File: config.mk
export PLATFORM = sky130hd
export DESIGN_NAME = ps2_key_emitter
export DESIGN_NICKNAME = d
export VERILOG_FILES = /design/src/rtl/ps2_key_emitter.sv
export SDC_FILE = /design/constraint.sdc
export NUM_CORES = 1
export LEC_CHECK = 0
export CAP_MARGIN = 10
export CORE_ASPECT_RATIO = 1.75
export CORE_MARGIN = 4
export CORE_UTILIZATION = 48
export DETAILED_ROUTE_END_ITERATION = 8
export GPL_ROUTABILITY_DRIVEN = 1
export PLACE_DENSITY = 0.68
export SLEW_MARGIN = 20
export SYNTH_ARGS = -nofsm -noshare
export SYNTH_HDL_FRONTEND = slang
export SYNTH_SLANG_ARGS = --single-unit
export TNS_END_PERCENT = 10
File: constraint.sdc
create_clock -name clk -period 2.43 [get_ports clk]
set_input_delay 0.486 -clock clk [delete_from_list [all_inputs] [get_ports clk]]
set_output_delay 0.486 -clock clk [all_outputs]
set_load 0.05 [all_outputs]
File: src/rtl/ps2_key_emitter.sv
// Keyboard-side PS/2 transmitter: each accepted ASCII character becomes a full
// keystroke (make, F0, make; Shift-wrapped for capitals) sent as 11-bit frames.
module ps2_key_emitter #(
  parameter int unsigned CLK_DIV    = 4,
  parameter int unsigned GAP        = 8,
  parameter logic [7:0]  SHIFT_CODE = 8'h12,
  parameter logic [7:0]  BREAK_CODE = 8'hF0
) (
  input  logic       clk,
  input  logic       reset,
  input  logic [7:0] ascii_in,
  input  logic       valid,
  output logic       ready,
  output logic       ps2_clk,
  output logic       ps2_data,
  output logic       err,
  output logic [7:0] sent_count
);

  localparam int unsigned DIV_W = $clog2(2 * CLK_DIV);
  localparam int unsigned GAP_W = (GAP > 1) ? $clog2(GAP) : 1;
  localparam int unsigned BIT_W = 4;
  localparam int unsigned IDX_W = 3;
  localparam logic [BIT_W-1:0] LAST_BIT = BIT_W'(10);

  typedef enum logic [2:0] {S_IDLE, S_LOAD, S_START, S_BIT, S_GAP} state_t;

  state_t             r_state, w_state_nxt;
  logic [7:0]         r_ascii, w_ascii_nxt;
  logic [7:0]         r_code, w_code_nxt;
  logic               r_shift, w_shift_nxt;
  logic [IDX_W-1:0]   r_idx, w_idx_nxt;
  logic [BIT_W-1:0]   r_bit, w_bit_nxt;
  logic [DIV_W-1:0]   r_div, w_div_nxt;
  logic [GAP_W-1:0]   r_gap, w_gap_nxt;
  logic               r_clk, w_clk_nxt;
  logic               r_data, w_data_nxt;
  logic               r_ready, w_ready_nxt;
  logic               r_err, w_err_nxt;
  logic [7:0]         r_count, w_count_nxt;

  logic               w_lk_ok, w_lk_shift;
  logic [7:0]         w_lk_code;
  logic [7:0]         w_byte;
  logic [10:0]        w_frame;
  logic [IDX_W-1:0]   w_last_idx;
  logic [BIT_W-1:0]   w_bit_inc;

  function automatic logic [7:0] letter_code(input logic [4:0] n);
    case (n)
      5'd0:  return 8'h1C;  5'd1:  return 8'h32;  5'd2:  return 8'h21;
      5'd3:  return 8'h23;  5'd4:  return 8'h24;  5'd5:  return 8'h2B;
      5'd6:  return 8'h34;  5'd7:  return 8'h33;  5'd8:  return 8'h43;
      5'd9:  return 8'h3B;  5'd10: return 8'h42;  5'd11: return 8'h4B;
      5'd12: return 8'h3A;  5'd13: return 8'h31;  5'd14: return 8'h44;
      5'd15: return 8'h4D;  5'd16: return 8'h15;  5'd17: return 8'h2D;
      5'd18: return 8'h1B;  5'd19: return 8'h2C;  5'd20: return 8'h3C;
      5'd21: return 8'h2A;  5'd22: return 8'h1D;  5'd23: return 8'h22;
      5'd24: return 8'h35;  5'd25: return 8'h1A;
      default: return 8'h00;
    endcase
  endfunction

  // Returns {supported, need_shift, scan_code}
  function automatic logic [9:0] lookup(input logic [7:0] a);
    logic       ok;
    logic       sh;
    logic [7:0] code;
    ok   = 1'b1;
    sh   = 1'b0;
    code = 8'h00;
    if (a >= 8'h61 && a <= 8'h7A) begin
      code = letter_code(5'(a - 8'h61));
    end else if (a >= 8'h41 && a <= 8'h5A) begin
      code = letter_code(5'(a - 8'h41));
      sh   = 1'b1;
    end else begin
      case (a)
        8'h30: code = 8'h45;  8'h31: code = 8'h16;  8'h32: code = 8'h1E;
        8'h33: code = 8'h26;  8'h34: code = 8'h25;  8'h35: code = 8'h2E;
        8'h36: code = 8'h36;  8'h37: code = 8'h3D;  8'h38: code = 8'h3E;
        8'h39: code = 8'h46;  8'h20: code = 8'h29;  8'h0D: code = 8'h5A;
        default: ok = 1'b0;
      endcase
    end
    return {ok, sh, code};
  endfunction

  assign {w_lk_ok, w_lk_shift, w_lk_code} = lookup(r_ascii);

  // Byte currently being framed, selected by position in the keystroke
  always_comb begin
    w_byte = r_code;
    if (r_shift) begin
      case (r_idx)
        3'd0, 3'd5: w_byte = SHIFT_CODE;
        3'd2, 3'd4: w_byte = BREAK_CODE;
        default:    w_byte = r_code;
      endcase
    end else if (r_idx == 3'd1) begin
      w_byte = BREAK_CODE;
    end
  end

  assign w_frame    = {1'b1, ~^w_byte, w_byte, 1'b0};
  assign w_last_idx = r_shift ? 3'd5 : 3'd2;
  assign w_bit_inc  = r_bit + BIT_W'(1);

  always_comb begin
    w_state_nxt = r_state;
    w_ascii_nxt = r_ascii;
    w_code_nxt  = r_code;
    w_shift_nxt = r_shift;
    w_idx_nxt   = r_idx;
    w_bit_nxt   = r_bit;
    w_div_nxt   = r_div;
    w_gap_nxt   = r_gap;
    w_clk_nxt   = r_clk;
    w_data_nxt  = r_data;
    w_err_nxt   = 1'b0;
    w_count_nxt = r_count;
    case (r_state)
      S_IDLE: begin
        if (valid) begin
          w_ascii_nxt = ascii_in;
          w_state_nxt = S_LOAD;
        end
      end
      S_LOAD: begin
        if (w_lk_ok) begin
          w_code_nxt  = w_lk_code;
          w_shift_nxt = w_lk_shift;
          w_idx_nxt   = '0;
          w_bit_nxt   = '0;
          w_div_nxt   = '0;
          w_clk_nxt   = 1'b1;
          w_data_nxt  = 1'b0;
          w_state_nxt = S_START;
        end else begin
          w_err_nxt   = 1'b1;
          w_state_nxt = S_IDLE;
        end
      end
      // START carries the start bit, BIT carries d0..stop; data moves only at bit start
      S_START, S_BIT: begin
        w_div_nxt = r_div + DIV_W'(1);
        if (r_div == DIV_W'(CLK_DIV - 1)) begin
          w_clk_nxt = 1'b0;
        end else if (r_div == DIV_W'(2 * CLK_DIV - 1)) begin
          w_div_nxt = '0;
          w_clk_nxt = 1'b1;
          if (r_bit == LAST_BIT) begin
            w_bit_nxt  = '0;
            w_data_nxt = 1'b1;
            if (r_idx == w_last_idx) begin
              w_count_nxt = r_count + 8'd1;
              w_state_nxt = S_IDLE;
            end else begin
              w_idx_nxt   = r_idx + IDX_W'(1);
              w_gap_nxt   = '0;
              w_state_nxt = S_GAP;
            end
          end else begin
            w_bit_nxt   = w_bit_inc;
            w_data_nxt  = w_frame[w_bit_inc];
            w_state_nxt = S_BIT;
          end
        end
      end
      S_GAP: begin
        w_gap_nxt = r_gap + GAP_W'(1);
        if (r_gap == GAP_W'(GAP - 1)) begin
          w_bit_nxt   = '0;
          w_div_nxt   = '0;
          w_clk_nxt   = 1'b1;
          w_data_nxt  = 1'b0;
          w_state_nxt = S_START;
        end
      end
      default: w_state_nxt = S_IDLE;
    endcase
    w_ready_nxt = (w_state_nxt == S_IDLE);
  end

  always_ff @(posedge clk or posedge reset) begin
    if (reset) begin
      r_state <= S_IDLE;
      r_ascii <= '0;
      r_code  <= '0;
      r_shift <= 1'b0;
      r_idx   <= '0;
      r_bit   <= '0;
      r_div   <= '0;
      r_gap   <= '0;
      r_clk   <= 1'b1;
      r_data  <= 1'b1;
      r_ready <= 1'b1;
      r_err   <= 1'b0;
      r_count <= '0;
    end else begin
      r_state <= w_state_nxt;
      r_ascii <= w_ascii_nxt;
      r_code  <= w_code_nxt;
      r_shift <= w_shift_nxt;
      r_idx   <= w_idx_nxt;
      r_bit   <= w_bit_nxt;
      r_div   <= w_div_nxt;
      r_gap   <= w_gap_nxt;
      r_clk   <= w_clk_nxt;
      r_data  <= w_data_nxt;
      r_ready <= w_ready_nxt;
      r_err   <= w_err_nxt;
      r_count <= w_count_nxt;
    end
  end

  assign ready      = r_ready;
  assign ps2_clk    = r_clk;
  assign ps2_data   = r_data;
  assign err        = r_err;
  assign sent_count = r_count;

endmodule

==> metrics.md, run 1 <==
| Metric | Value |
|---|---|
| Status | `finished clean` |
| Synth cell types | `68` |
| Count leader, synth | `nand2_1` |
| CP required | `2.64 ns` |
| Synth cell count leaders | `46 x nand2_1, 41 x dfrtp_1, 41 x nor2_1` |
| Slew @ Worst Pin | `0.579 ns` |
| Die H | `117 um` |
| Pwr/cell area | `1430 nW/um^2` |
| CTS buffer count | `5` |
| Drt via density | `5.68` |
| CTS tree | `built` |
| Largest cells by area after synthesis | `dfrtp_1 32%, ha_1 9.3%, nand2_1 5.3%` |
| Site row count | `39` |
| CP Max Fanout | `12` |
| Synth Register Bits | `44` |
| Post-synth EDFFs | `0` |
| Clock Pin Slew Worst Setup and Hold Paths | `0.06 ns` |
| CTS resizes | `0` |
| Pleak | `1.71 nW` |
| DRT iter0 DRCs | `98` |
| # diodes | `0` |
| Clock root buffer | `clkbuf_16` |
| HP Class | `reg2reg` |
| Hold Vio Cnt, Final | `0` |
| Nets | `453` |
| Hold buffers post-CTS | `0` |
| DRT Pass-1 Iters | `4` |
| DR vias | `2846` |
| GR Overflow Total | `0` |
| Syn avg cell area | `8.59 sq um` |
| Deepest clock path buffer count | `2` |
| Setup_tns | `0 ns` |
| Yosys Warn Count | `0` |
| Yosys top cell area share | `31.7%` |
| Final Wtd Congestion | `0.905` |
| Initial Utilization | `49.5%` |
| Area delta synth->final | `20.9%` |
| Detail Placement HPWL | `6020 um` |
| WL per Instance | `15.3 um` |
| Maximum clock rate | `0.435 GHz` |
| CP Class | `reg2reg` |
| Clock Latency Late Sink | `0.29 ns` |
| Pins Over Slew Limit | `0` |
| Mapped Nets | `412` |
| Main combinational cell family by area after synthesis | `simple AND/OR/NAND/NOR gates` |
| Slew margin rel. | `61.0%` |
| Clk sinks | `44` |
| Max-cap violation count | `0` |
| First-pass GRT wire length | `13400 um` |
| Crit end category | `flop` |
| CTS H-tree depth | `2` |
| Setup bufs post-CTS | `0` |
| Seq/Total Area, Yosys | `34.1%` |
| RSZ-0062 raised after global routing | `true` |
| Adder-Cell Fraction of Synth Area | `9.28%` |
| Post-synth top area cell | `dfrtp_1` |
| Total core area | `6540 sq um` |
| Mapped Cells | `377` |
| Post-route clock period utilization | `94.6%` |
| # IOs | `23` |
| Share of layout cells above drive strength 1 | `17.7%` |
| Post-Syn Area | `3240 sq um` |
| CP arrival | `2.51 ns` |
| Vias in the first global route | `2918` |
| Synth Area in Compound Gates | `19.0%` |
| Total track usage | `20.3%` |
| Total Wirelength | `7650 um` |
| Post-Synth Simple-Gate Area | `22.5%` |
| Initial antenna violation count | `0` |
| Post-synthesis mux area share | `5.37%` |
| Critical path launch point type | `flop` |
| Max IR drop VDD | `0.000731 V` |
| Tmin final | `2.30 ns` |
| Final Total Pwr | `0.00559 W` |
| Setup Skew | `0.00374 ns` |
| Ys flop type | `dfrtp_1` |
| Final setup vio count | `0` |
| Die Footprint | `8170 sq um` |
| Async SR Flop Fraction | `100%` |
| Input/output buffers | `22` |
| Chip width | `70.1 um` |
| XOR/XNOR share of the synthesized area | `5.41%` |
| Final ANT Viol Nets | `0` |
| Pin count of the biggest net entering global routing | `28` |
| Residual DRC | `0` |
==> logic make-up after synthesis <==
logic type | after synthesis
and+or+nand+nor | 145
AOI/OAI and AO/OA | 96
DFF | 44
buffers and inverters | 32
adders and majority gates | 24
xor gates and xnor gates | 20
muxes | 16
==> where the power goes <==
part	switching, W	internal (W)
Sequential	0.000308	0.000996
Combinational	0.00199	0.00160
Clock	0.000287	0.000409
==> metrics by stage <==
step	worst slack (ns)	util, %	cell area [sq um]	hold slack, ns	instances
after CTS	0.0166	59.1	3860	0.479	501
after detailed placement	0.0355	56.7	3710	0.465	493
final	0.132	59.8	3910	0.473	501
after global routing	-0.000952	59.8	3910	0.505	501
after floorplan	0.0164	-	3260	0.465	377
after global placement	0.104	56.7	3710	0.466	493
==> final timing paths <==
check                                     end  slack (ns)  cells past startpoint          start
min in group asynchronous       sent_count[1]        0.57                      2          reset
worst min-delay path            sent_count[7]        0.47                      1  sent_count[7]
worst min register to register  sent_count[7]        0.47                      1  sent_count[7]
worst max-delay path                    ready        0.13                      9     r_ascii[0]
max in group asynchronous            r_gap[1]        1.31                      3          reset
worst max register to register          ready        0.13                      9     r_ascii[0]
==> critical path: stages (launching register included) <==
cell,delay (ns)
dfrtp_1,0.41
buf_6,0.16
ha_1,0.22
nor2_2,0.17
nand2_1,0.07
and3_2,0.23
or3_1,0.33
nor2b_2,0.19
or2_1,0.25
nor3_2,0.19
==> state kept, by name, summed over array words and instances (netlist names), 3 cells and up <==
register	count
r_gap	3
r_idx	3
r_div	3
r_bit	4
r_state	3
r_ascii	8
r_code	7
sent_count	8
==> final cells by class <==
cell class | count | area [sq um]
clock buffers | 6 | 139
clock inverters | 2 | 15.0
fillers | 600 | 2630
inverters | 16 | 60.1
multi-input cells | 301 | 2060
flip-flops and latches | 44 | 1100
well taps | 82 | 103
repair buffers | 50 | 434
==> per-layer routing <==
layer,wire length (um),track usage [%],up-vias
li1,-,-,1423
met1,2810,19.4,1327
met2,4190,39.6,65
met3,210,2.50,31
met4,447,14.1,0
met5,0,0,-
==> cell usage in the layout, fill, tap and decap left out, types with 2 or more instances in the layout <==
cell type,synthesis,final
a221oi_1,2,2
nor2_1,41,40
a21oi_1,23,21
mux2_2,7,7
o21ai_0,27,26
a31oi_1,10,10
inv_2,0,3
nand3b_1,3,3
clkdlybuf4s50_1,0,22
nand2b_1,8,7
nand3_1,12,12
or3_1,3,3
inv_1,15,12
xor2_1,9,9
o31ai_1,2,2
nand2_1,46,46
clkinvlp_4,0,2
a21oi_2,0,2
ha_2,0,3
nor3_2,2,3
a211o_1,2,2
dfstp_2,3,3
mux2i_1,8,8
a21o_1,3,3
a211oi_1,3,3
o22ai_1,2,2
xnor2_1,11,11
clkbuf_16,0,5
o32ai_1,3,3
o21a_1,2,2
ha_1,24,20
and4_1,2,2
o211ai_1,2,2
dfrtp_1,41,41
nor3b_1,2,2
buf_4,1,27
and2_1,2,2
nor2b_1,7,6
Power figures use the tool's default switching activity.
==> inputs of run 2 (changes only) <==
GPL_TIMING_DRIVEN = 0   (was default)
==> run 2 against run 1 <==
  * First-iteration DRC count rose by 9.2%
  * Routed wire length fell by 0.14%
  * Sequential cell count stayed put
  * Highest routed layer unchanged
==> metrics.md, run 2 (same netlist as run 1, synthesis figures left out) <==
| Metric | Value |
|---|---|
| Status | `finished clean` |
| Clock root buffer | `clkbuf_16` |
| Most common cell after layout, fill and taps aside | `nand2_1` |
| Final worst setup slack | `0.0269 ns (-0.105 ns)` |
| Critical path launch point type | `flop` |
| Tmin final | `2.40 ns (+0.105 ns)` |
| Initial antenna violation count | `0 (unchanged)` |
| RSZ-0062 raised after global routing | `true` |
| Pins Over Slew Limit | `0 (unchanged)` |
| First-pass GRT wire length | `13000 um (-2.9%)` |
| CP required | `2.60 ns (-0.04 ns)` |
| Hold Vio Cnt, Final | `0 (unchanged)` |
| CP arrival | `2.57 ns (+0.06 ns)` |
| Nets | `450 (-0.66%)` |
| Total track usage | `19.5% (-0.78 points)` |
| CP Max Fanout | `10 (-2)` |
| Dpl cell area | `3600 sq um (-3.0%)` |
| # diodes | `0 (unchanged)` |
| Drt via density | `5.73 (+0.89%)` |
| Site row count | `39 (unchanged)` |
| Maximum clock rate | `0.416 GHz (-4.4%)` |
| Finished Core Util | `61.4% (+1.5 points)` |
| DR vias | `2854 (+0.28%)` |
| Chip width | `70.1 um (unchanged)` |
| Final ANT Viol Nets | `0 (unchanged)` |
| Setup_tns | `0 ns (unchanged)` |
| Final setup vio count | `0 (unchanged)` |
| Detail Placement HPWL | `5670 um (-5.8%)` |
| DRT Pass-1 Iters | `5 (+1)` |
| Share of layout cells above drive strength 1 | `19.7% (+2.1 points)` |
| Design area | `4010 sq um (+2.6%)` |
| Most frequent cells in the layout | `46 x nand2_1, 38 x nor2_1, 38 x dfrtp_1` |
| CP Class | `reg2reg` |
| Pwr/cell area | `1450 nW/um^2 (+1.5%)` |
| Post-route clock period utilization | `98.9% (+4.3 points)` |
| Clock Latency Late Sink | `0.28 ns (about the same)` |
| Slew @ Worst Pin | `0.718 ns (+0.139 ns)` |
| Initial Utilization | `49.5% (unchanged)` |
| Residual DRC | `0 (unchanged)` |
| Slew margin rel. | `51.6% (-9.4 points)` |
| CTS buffer count | `5 (unchanged)` |
| Crit end category | `flop` |
| Launching point of the worst reg2reg path | `r_ascii[0]` |
| Clock Pin Slew Worst Setup and Hold Paths | `0.06 ns (about the same)` |
| Hold Slack | `0.469 ns (-0.00462 ns)` |
| Clk sinks | `44 (unchanged)` |
| CTS tree | `built` |
| # IOs | `23 (unchanged)` |
| Deepest clock path buffer count | `2 (unchanged)` |
| Dpl ws | `-0.517 ns (-0.552 ns)` |
| Pleak | `1.73 nW (+1.2%)` |
| DRT iter0 DRCs | `107 (+9.2%)` |
| Max IR drop VDD | `0.000964 V (+32%)` |
| Setup Skew | `0.00236 ns (-0.00138 ns)` |
| Max-cap violation count | `0 (unchanged)` |
| GR Overflow Total | `0 (unchanged)` |
| Hold buffers post-CTS | `0 (unchanged)` |
| Final Wtd Congestion | `0.956 (+5.7%)` |
| Die H | `117 um (unchanged)` |
| Crit path from | `r_ascii[0]` |
| CTS H-tree depth | `2 (unchanged)` |
| Vias in the first global route | `2914 (-0.14%)` |
| WL per Instance | `15.3 um (+0.46%)` |
| Die Footprint | `8170 sq um (unchanged)` |
| HP Class | `in2async` |
| Input/output buffers | `22 (unchanged)` |
| Total Wirelength | `7640 um (-0.14%)` |
| Area delta synth->final | `24.0%` |
| Pin count of the biggest net entering global routing | `32 (+14%)` |
| Total core area | `6540 sq um (unchanged)` |
run 2: cell types whose count changed in the layout (fill, tap and decap cells not counted), moves of 3 or more:
cell	change
clkbuf_1	+3
buf_4	-17
clkbuf_2	+3
dfrtp_2	+3
dfrtp_1	-3
buf_2	+3
run 2: path summary, 6_finish.rpt:
check,to,slack [ns],depth (start not counted)
max,r_idx[1],0.03,11
min,r_gap[1],0.47,2
max reg2reg,r_idx[1],0.03,11
min reg2reg,ps2_data,0.47,2
max in group asynchronous,ps2_clk,1.43,3
min in group clk,ps2_data,0.47,2
run 2: worst max-delay path, stage by stage (launching register included):
cell and delay [ns]:
dfrtp_1 0.40, buf_6 0.16, inv_6 0.07, ha_4 0.17
nor3b_4 0.25, a21oi_2 0.12, o21a_2 0.16, or3_4 0.39
nor2b_4 0.15, buf_4 0.16, o2111ai_2 0.17, o21ai_1 0.08
run 2: repair_timing:
item / CTS / global route
endpoints found under the setup margin: 22 / 16
hold endpoints to repair: 0 / 0
buffers inserted: 7 / 1
resized for setup: 14 / 40
pin swaps: 2 / 4
gates cloned: 0 / 1
run 2: layout make-up:
class | count | area (sq um)
inverter | 16 | 65.1
sequential | 44 | 1110
buffer | 15 | 100
tap | 82 | 103
timing repair buffer | 32 | 305
fill | 589 | 2530
clock inverter | 2 | 38.8
clock buffer | 6 | 139
multi-input combinational | 301 | 2150
run 2: routing by layer:
metal	GRT usage [%]	routed length, um	vias up
met5	0	0	-
met4	11.3	393	0
met3	2.76	179	26
met2	38.0	4170	56
met1	19.4	2900	1363
li1	-	-	1409
run 2: report_power, final:
part	total, W	internal (W)	switching (W)
Combinational	0.00375	0.00164	0.00211
Sequential	0.00128	0.00100	0.000280
Clock	0.000794	0.000515	0.000279
run 2: per-stage QoR:
stage	total power, W	std cells
floorplan	0.00379	377
global route	0.00632	498
global placement	0.00444	481
detailed placement	0.00450	482
CTS	0.00552	496
finish	0.00582	498
